`src/rtl/wb_stage.sv`:
```
// MEM/WB pipeline register and writeback stage: holds one retiring instruction,
// waits for load data, extracts/extends it and drives the register-file write port.
module wb_stage #(
  parameter int ADDR_WIDTH = 5,
  parameter int DATA_WIDTH = 32,
  parameter int CNT_WIDTH  = 32
) (
  input  logic                  CLK,
  input  logic                  RESET_N,
  input  logic                  MEM_VALID,
  output logic                  MEM_READY,
  input  logic                  MEM_WEN,
  input  logic [ADDR_WIDTH-1:0] MEM_RD_SEL,
  input  logic [1:0]            MEM_WB_SEL,
  input  logic [2:0]            MEM_FUNCT3,
  input  logic [1:0]            MEM_ADDR_LO,
  input  logic [DATA_WIDTH-1:0] MEM_ALU_RESULT,
  input  logic [DATA_WIDTH-1:0] MEM_PC_PLUS4,
  input  logic                  DMEM_RVALID,
  input  logic [DATA_WIDTH-1:0] DMEM_RDATA,
  output logic                  WB_WEN,
  output logic [ADDR_WIDTH-1:0] WB_RD_SEL,
  output logic [DATA_WIDTH-1:0] WB_DATA,
  output logic                  LOAD_ERR,
  output logic [CNT_WIDTH-1:0]  RETIRE_CNT
);

  typedef enum logic [1:0] {
    S_EMPTY     = 2'b00,
    S_WAIT_LOAD = 2'b01,
    S_FULL      = 2'b10
  } state_t;

  localparam logic [1:0] WB_SEL_LOAD = 2'b01;
  localparam logic [1:0] WB_SEL_PC4  = 2'b10;

  state_t                  state_q, state_d;
  logic                    ld_wen_q, ld_wen_d;
  logic [ADDR_WIDTH-1:0]   ld_rd_q, ld_rd_d;
  logic [2:0]              ld_funct3_q, ld_funct3_d;
  logic [1:0]              ld_addr_lo_q, ld_addr_lo_d;
  logic                    wb_wen_q, wb_wen_d;
  logic [ADDR_WIDTH-1:0]   wb_rd_q, wb_rd_d;
  logic [DATA_WIDTH-1:0]   wb_data_q, wb_data_d;
  logic                    load_err_q, load_err_d;
  logic [CNT_WIDTH-1:0]    retire_cnt_q, retire_cnt_d;
  logic                    mem_ready_s;
  logic                    transfer_s;
  logic                    fault_s;

  function automatic logic load_fault(input logic [2:0] funct3, input logic [1:0] addr_lo);
    logic f;
    case (funct3)
      3'b000, 3'b100: f = 1'b0;
      3'b001, 3'b101: f = addr_lo[0];
      3'b010:         f = (addr_lo != 2'b00);
      default:        f = 1'b1;
    endcase
    return f;
  endfunction

  function automatic logic [DATA_WIDTH-1:0] load_extract(input logic [2:0] funct3,
                                                         input logic [1:0] addr_lo,
                                                         input logic [DATA_WIDTH-1:0] rdata);
    logic [7:0]            b;
    logic [15:0]           h;
    logic [DATA_WIDTH-1:0] r;
    case (addr_lo)
      2'b00:   b = rdata[7:0];
      2'b01:   b = rdata[15:8];
      2'b10:   b = rdata[23:16];
      default: b = rdata[31:24];
    endcase
    if (addr_lo[1]) begin
      h = rdata[31:16];
    end else begin
      h = rdata[15:0];
    end
    case (funct3)
      3'b000:  r = {{(DATA_WIDTH-8){b[7]}}, b};
      3'b001:  r = {{(DATA_WIDTH-16){h[15]}}, h};
      3'b010:  r = rdata;
      3'b100:  r = {{(DATA_WIDTH-8){1'b0}}, b};
      3'b101:  r = {{(DATA_WIDTH-16){1'b0}}, h};
      default: r = {DATA_WIDTH{1'b0}};
    endcase
    return r;
  endfunction

  // The stage only stalls upstream while a load response is outstanding.
  assign mem_ready_s = (state_q != S_WAIT_LOAD);
  assign transfer_s  = MEM_VALID & mem_ready_s;
  assign fault_s     = load_fault(ld_funct3_q, ld_addr_lo_q);

  assign MEM_READY  = mem_ready_s & RESET_N;
  assign WB_WEN     = wb_wen_q;
  assign WB_RD_SEL  = wb_rd_q;
  assign WB_DATA    = wb_data_q;
  assign LOAD_ERR   = load_err_q;
  assign RETIRE_CNT = retire_cnt_q;

  // Next-state and commit-register computation; WB_* are set up on entry to FULL.
  always_comb begin
    state_d      = state_q;
    ld_wen_d     = ld_wen_q;
    ld_rd_d      = ld_rd_q;
    ld_funct3_d  = ld_funct3_q;
    ld_addr_lo_d = ld_addr_lo_q;
    wb_wen_d     = 1'b0;
    load_err_d   = 1'b0;
    wb_rd_d      = wb_rd_q;
    wb_data_d    = wb_data_q;

    if (state_q == S_FULL) begin
      retire_cnt_d = retire_cnt_q + {{(CNT_WIDTH-1){1'b0}}, 1'b1};
    end else begin
      retire_cnt_d = retire_cnt_q;
    end

    case (state_q)
      S_EMPTY, S_FULL: begin
        if (transfer_s) begin
          if (MEM_WB_SEL == WB_SEL_LOAD) begin
            state_d      = S_WAIT_LOAD;
            ld_wen_d     = MEM_WEN;
            ld_rd_d      = MEM_RD_SEL;
            ld_funct3_d  = MEM_FUNCT3;
            ld_addr_lo_d = MEM_ADDR_LO;
          end else begin
            state_d  = S_FULL;
            wb_wen_d = MEM_WEN & (MEM_RD_SEL != {ADDR_WIDTH{1'b0}});
            wb_rd_d  = MEM_RD_SEL;
            if (MEM_WB_SEL == WB_SEL_PC4) begin
              wb_data_d = MEM_PC_PLUS4;
            end else begin
              wb_data_d = MEM_ALU_RESULT;
            end
          end
        end else begin
          state_d = S_EMPTY;
        end
      end
      S_WAIT_LOAD: begin
        if (DMEM_RVALID) begin
          state_d    = S_FULL;
          wb_wen_d   = ld_wen_q & (ld_rd_q != {ADDR_WIDTH{1'b0}}) & ~fault_s;
          load_err_d = fault_s;
          wb_rd_d    = ld_rd_q;
          if (fault_s) begin
            wb_data_d = {DATA_WIDTH{1'b0}};
          end else begin
            wb_data_d = load_extract(ld_funct3_q, ld_addr_lo_q, DMEM_RDATA);
          end
        end else begin
          state_d = S_WAIT_LOAD;
        end
      end
      default: begin
        state_d = S_EMPTY;
      end
    endcase
  end

  // Stage registers; reset discards any held instruction.
  always_ff @(posedge CLK or negedge RESET_N) begin
    if (!RESET_N) begin
      state_q      <= S_EMPTY;
      ld_wen_q     <= 1'b0;
      ld_rd_q      <= {ADDR_WIDTH{1'b0}};
      ld_funct3_q  <= 3'b000;
      ld_addr_lo_q <= 2'b00;
      wb_wen_q     <= 1'b0;
      wb_rd_q      <= {ADDR_WIDTH{1'b0}};
      wb_data_q    <= {DATA_WIDTH{1'b0}};
      load_err_q   <= 1'b0;
      retire_cnt_q <= {CNT_WIDTH{1'b0}};
    end else begin
      state_q      <= state_d;
      ld_wen_q     <= ld_wen_d;
      ld_rd_q      <= ld_rd_d;
      ld_funct3_q  <= ld_funct3_d;
      ld_addr_lo_q <= ld_addr_lo_d;
      wb_wen_q     <= wb_wen_d;
      wb_rd_q      <= wb_rd_d;
      wb_data_q    <= wb_data_d;
      load_err_q   <= load_err_d;
      retire_cnt_q <= retire_cnt_d;
    end
  end

endmodule

```
`config.mk`:
```
export PLATFORM = sky130hd
export DESIGN_NAME = wb_stage
export DESIGN_NICKNAME = d
export VERILOG_FILES = /design/src/rtl/wb_stage.sv
export SDC_FILE = /design/constraint.sdc
export NUM_CORES = 1
export LEC_CHECK = 0
export CORE_MARGIN = 5
export CORE_UTILIZATION = 38
export DETAILED_ROUTE_END_ITERATION = 10
export GPL_TIMING_DRIVEN = 1
export PLACE_DENSITY = 0.71
export SYNTH_ARGS = -nofsm -noshare
export SYNTH_HDL_FRONTEND = slang
export SYNTH_SLANG_ARGS = --single-unit
```
`constraint.sdc`:
```
create_clock -name CLK -period 2.5 [get_ports CLK]
set_input_delay 0.375 -clock CLK [delete_from_list [all_inputs] [get_ports CLK]]
set_output_delay 0.375 -clock CLK [all_outputs]
set_load 0.01 [all_outputs]
```
==> results.py <==
metrics = {
    "clock_tree": {
        "clock_latency_ns": 0.34,
        "cts_tree": "done",
        "cts_buffers": 9,
        "cts_buffer_depth": 2,
        "hold_buffers": 0,
        "cts.reportedPaths.clkPinSlew_ns": 0.07,
        "clock-sinks": 84,
        "cts-root-buf": "clkbuf_16",
        "post_cts_buffers": 0,
        "cts_resized": 0,
        "h-tree-depth": 3,
    },
    "die": {
        "die_w_um": 123.4,
        "row_count": 41,
        "fp.dieH_um": 123.4,
        "coreArea_sq_um": 12620,
        "initial_core_util": 0.3872,
        "ioPinCount": 185,
        "dieArea_sq_um": 15230,
    },
    "placement": {
        "place_ws_ns": 0.2806,
        "dp_hpwl_um": 11970,
        "dp_cells": 817,
        "gp_congestion": 0.9145,
        "numPortBuffers": 184,
    },
    "timing": {
        "slew_viol_final": 0,
        "finClkSkew_ns": 0.008819,
        "period_share": 0.8770,
        "post-route-min-period_ns": 2.192,
        "setup_viol": 0,
        "rsz0062_at_grt": "no",
        "postLayoutSetupSlackWorst_ns": 0.3076,
        "tns_ns": 0,
        "maxClockFrequency_ghz": 0.4561,
        "timing.slew.headroom": 0.2313,
        "hold_violations": 0,
        "worstMarginPinSlew_ns": 1.151,
    },
    "critical_path": {
        "critPathCaptureType": "primary output",
        "reg2reg_from": "ld_funct3_q[0]",
        "cp_max_fo": 10,
        "r2r_end": "WB_DATA[26]",
        "worst_setup_path_start_kind": "flip-flop",
        "arrival_ns": 1.82,
        "ff2ff_path_depth": 4,
        "worst_ep_required_time_ns": 2.12,
        "rrSetupSlack_ns": 0.36,
        "crit_type": "flip-flop to primary output",
    },
    "synth": {
        "async_reset_ff_frac": 1.000,
        "netlist_area_sq_um": 4886,
        "ys_ff_latch": 84,
        "synth_commonest_cells": "84 x dfrtp_1, 65 x nand2_1, 44 x mux2i_1",
        "yosys.cell_count.top_type": "dfrtp_1",
        "synth_flop_cell": "dfrtp_1",
        "avgSynthCellArea_sq_um": 10.18,
        "ys_seq_area_frac": 0.4302,
        "synth_warnings": 0,
        "yosys.cell_types.count": 47,
        "synthesis.nets": 594,
        "yosys-top-cells-area": "dfrtp_1 43%, mux2i_1 9.0%, a221o_1 5.3%, nand2_1 5.0%, mux4_2 3.2%",
        "synth_edf_count": 0,
        "synth.top_cell.area_share": 0.4302,
        "synth_area_leader_cell": "dfrtp_1",
        "synth_cells": 480,
    },
    "detailed_routing": {
        "route.detailed.drc": 0,
        "drtIter0Drc": 358,
        "dr.pass1.iters": 4,
        "vias_per_cell": 5.371,
        "wl_per_cell_um": 18.36,
        "final_antenna_net_count": 0,
        "via_count": 4474,
        "wl_um": 15290,
    },
    "pwr": {
        "power_w": 0.004789,
        "ir_drop_uv": 337.8,
        "pwr_density_cell_nw_per_um2": 662.6,
        "p_leak_nw": 3.015,
    },
    "final_layout": {
        "drive_gt1_frac": 0.1074,
        "multi_input_area_sq_um": 2611,
        "seqCellArea_sq_um": 2102,
        "areaGrowthSynthToFinish_pct": 47.91,
        "final_util": 0.5727,
        "layout.cells.non_filler": 833,
        "n_antenna_cell": 0,
        "nFillCells": 1138,
        "fin_nets": 770,
    },
    "worst_hold_path": {
        "worstHoldPathType": "input pin to asynchronous set/reset pin",
    },
    "grt": {
        "grt_max_degree": 52,
        "grt_pass1_wl_um": 23910,
        "grt_overflow": 0,
        "grt_pass1_vias": 4428,
        "antenna_found_initial": 0,
        "track_usage": 0.2023,
    },
    "flow_run": {
        "maxCapViolCount": 0,
    },
    "outcome": {
        "status": "completed",
    },
}
## kinds of logic after synthesis
family,Yosys count,synth area share
AO/OA/AOI/OAI,82,0.1303
XOR/XNOR,31,0.05557
adder cells (fa/ha/maj),1,0.002560
buffers and inverters,44,0.04072
flip-flops,84,0.4302
multiplexers,64,0.1524
AND/OR/NAND/NOR,174,0.1882
## worst max-delay path, stage by stage (launching register included)
cell and delay [ns]:
dfrtp_1 0.52, nor2b_4 0.36, nor2b_1 0.08, clkdlybuf4s50_1 0.52
## worst max-delay path by stage
stage	start	endpoint	slack [ns]	cells after the start
finish	state_q[0]	MEM_READY	0.31	3
global route	ld_funct3_q[0]	WB_DATA[26]	0.21	4
CTS	state_q[0]	MEM_READY	0.27	3
detailed placement	MEM_WB_SEL[0]	WB_DATA[21]	0.28	6
global placement	DMEM_RDATA[31]	WB_DATA[12]	0.31	6
floorplan	RETIRE_CNT[0]	RETIRE_CNT[30]	0.61	6
## where the power goes
part | total, W | switching [W] | internal, W
sequential | 0.00178 | 0.000198 | 0.00159
combinational | 0.00169 | 0.000754 | 0.000934
clock | 0.00132 | 0.000619 | 0.000699
total | 0.00479 | 0.00157 | 0.00322
## layout make-up
type | instances | share of cell area
Clock buffer | 9 | 0.03116
Multi-Input combinational cell | 352 | 0.3613
Clock inverter | 7 | 0.008830
Timing Repair Buffer | 201 | 0.2739
Tap cell | 172 | 0.02978
Sequential cell | 84 | 0.2909
Inverter | 8 | 0.004155
## flip-flops by register name, indices dropped and copies added (netlist names)
register	count
RETIRE_CNT	32
WB_DATA	32
WB_RD_SEL	5
ld_rd_q	5
ld_funct3_q	3
ld_addr_lo_q	2
state_q	2
LOAD_ERR	1
WB_WEN	1
ld_wen_q	1
## through the flow
stage,hold WS (ns),instance area [sq um]
floorplan,0.07941,4886
CTS,0.2226,7227
detailed placement,0.4573,6938
finish,0.1880,7227
global route,0.2592,7227
global placement,0.4584,6938
## cells in the final DEF (no fill, tap or decap), drive strengths merged, types with 5 or more instances in the layout
master / instances
nand3: 30
xor2: 18
nand2: 65
xnor2: 13
mux2: 13
a2bb2oi: 6
nor2b: 6
nor2: 12
nor3: 30
clkbuf: 9
clkdlybuf4s50: 183
nand2b: 5
o221ai: 7
o21ai: 18
o22a: 6
dfrtp: 84
a221o: 26
buf: 18
a21oi: 12
mux2i: 44
inv: 13
mux4: 7
## metal layers
metal | vias to the layer above | track usage | part of all wire
met3 | 15 | 0.03385 | 0.074
met5 | - | 0 | 0
met4 | 0 | 0.06713 | 0.016
met1 | 2169 | 0.2675 | 0.41
met2 | 172 | 0.3378 | 0.50
li1 | 2118 | - | -
Power figures use the tool's default switching activity.
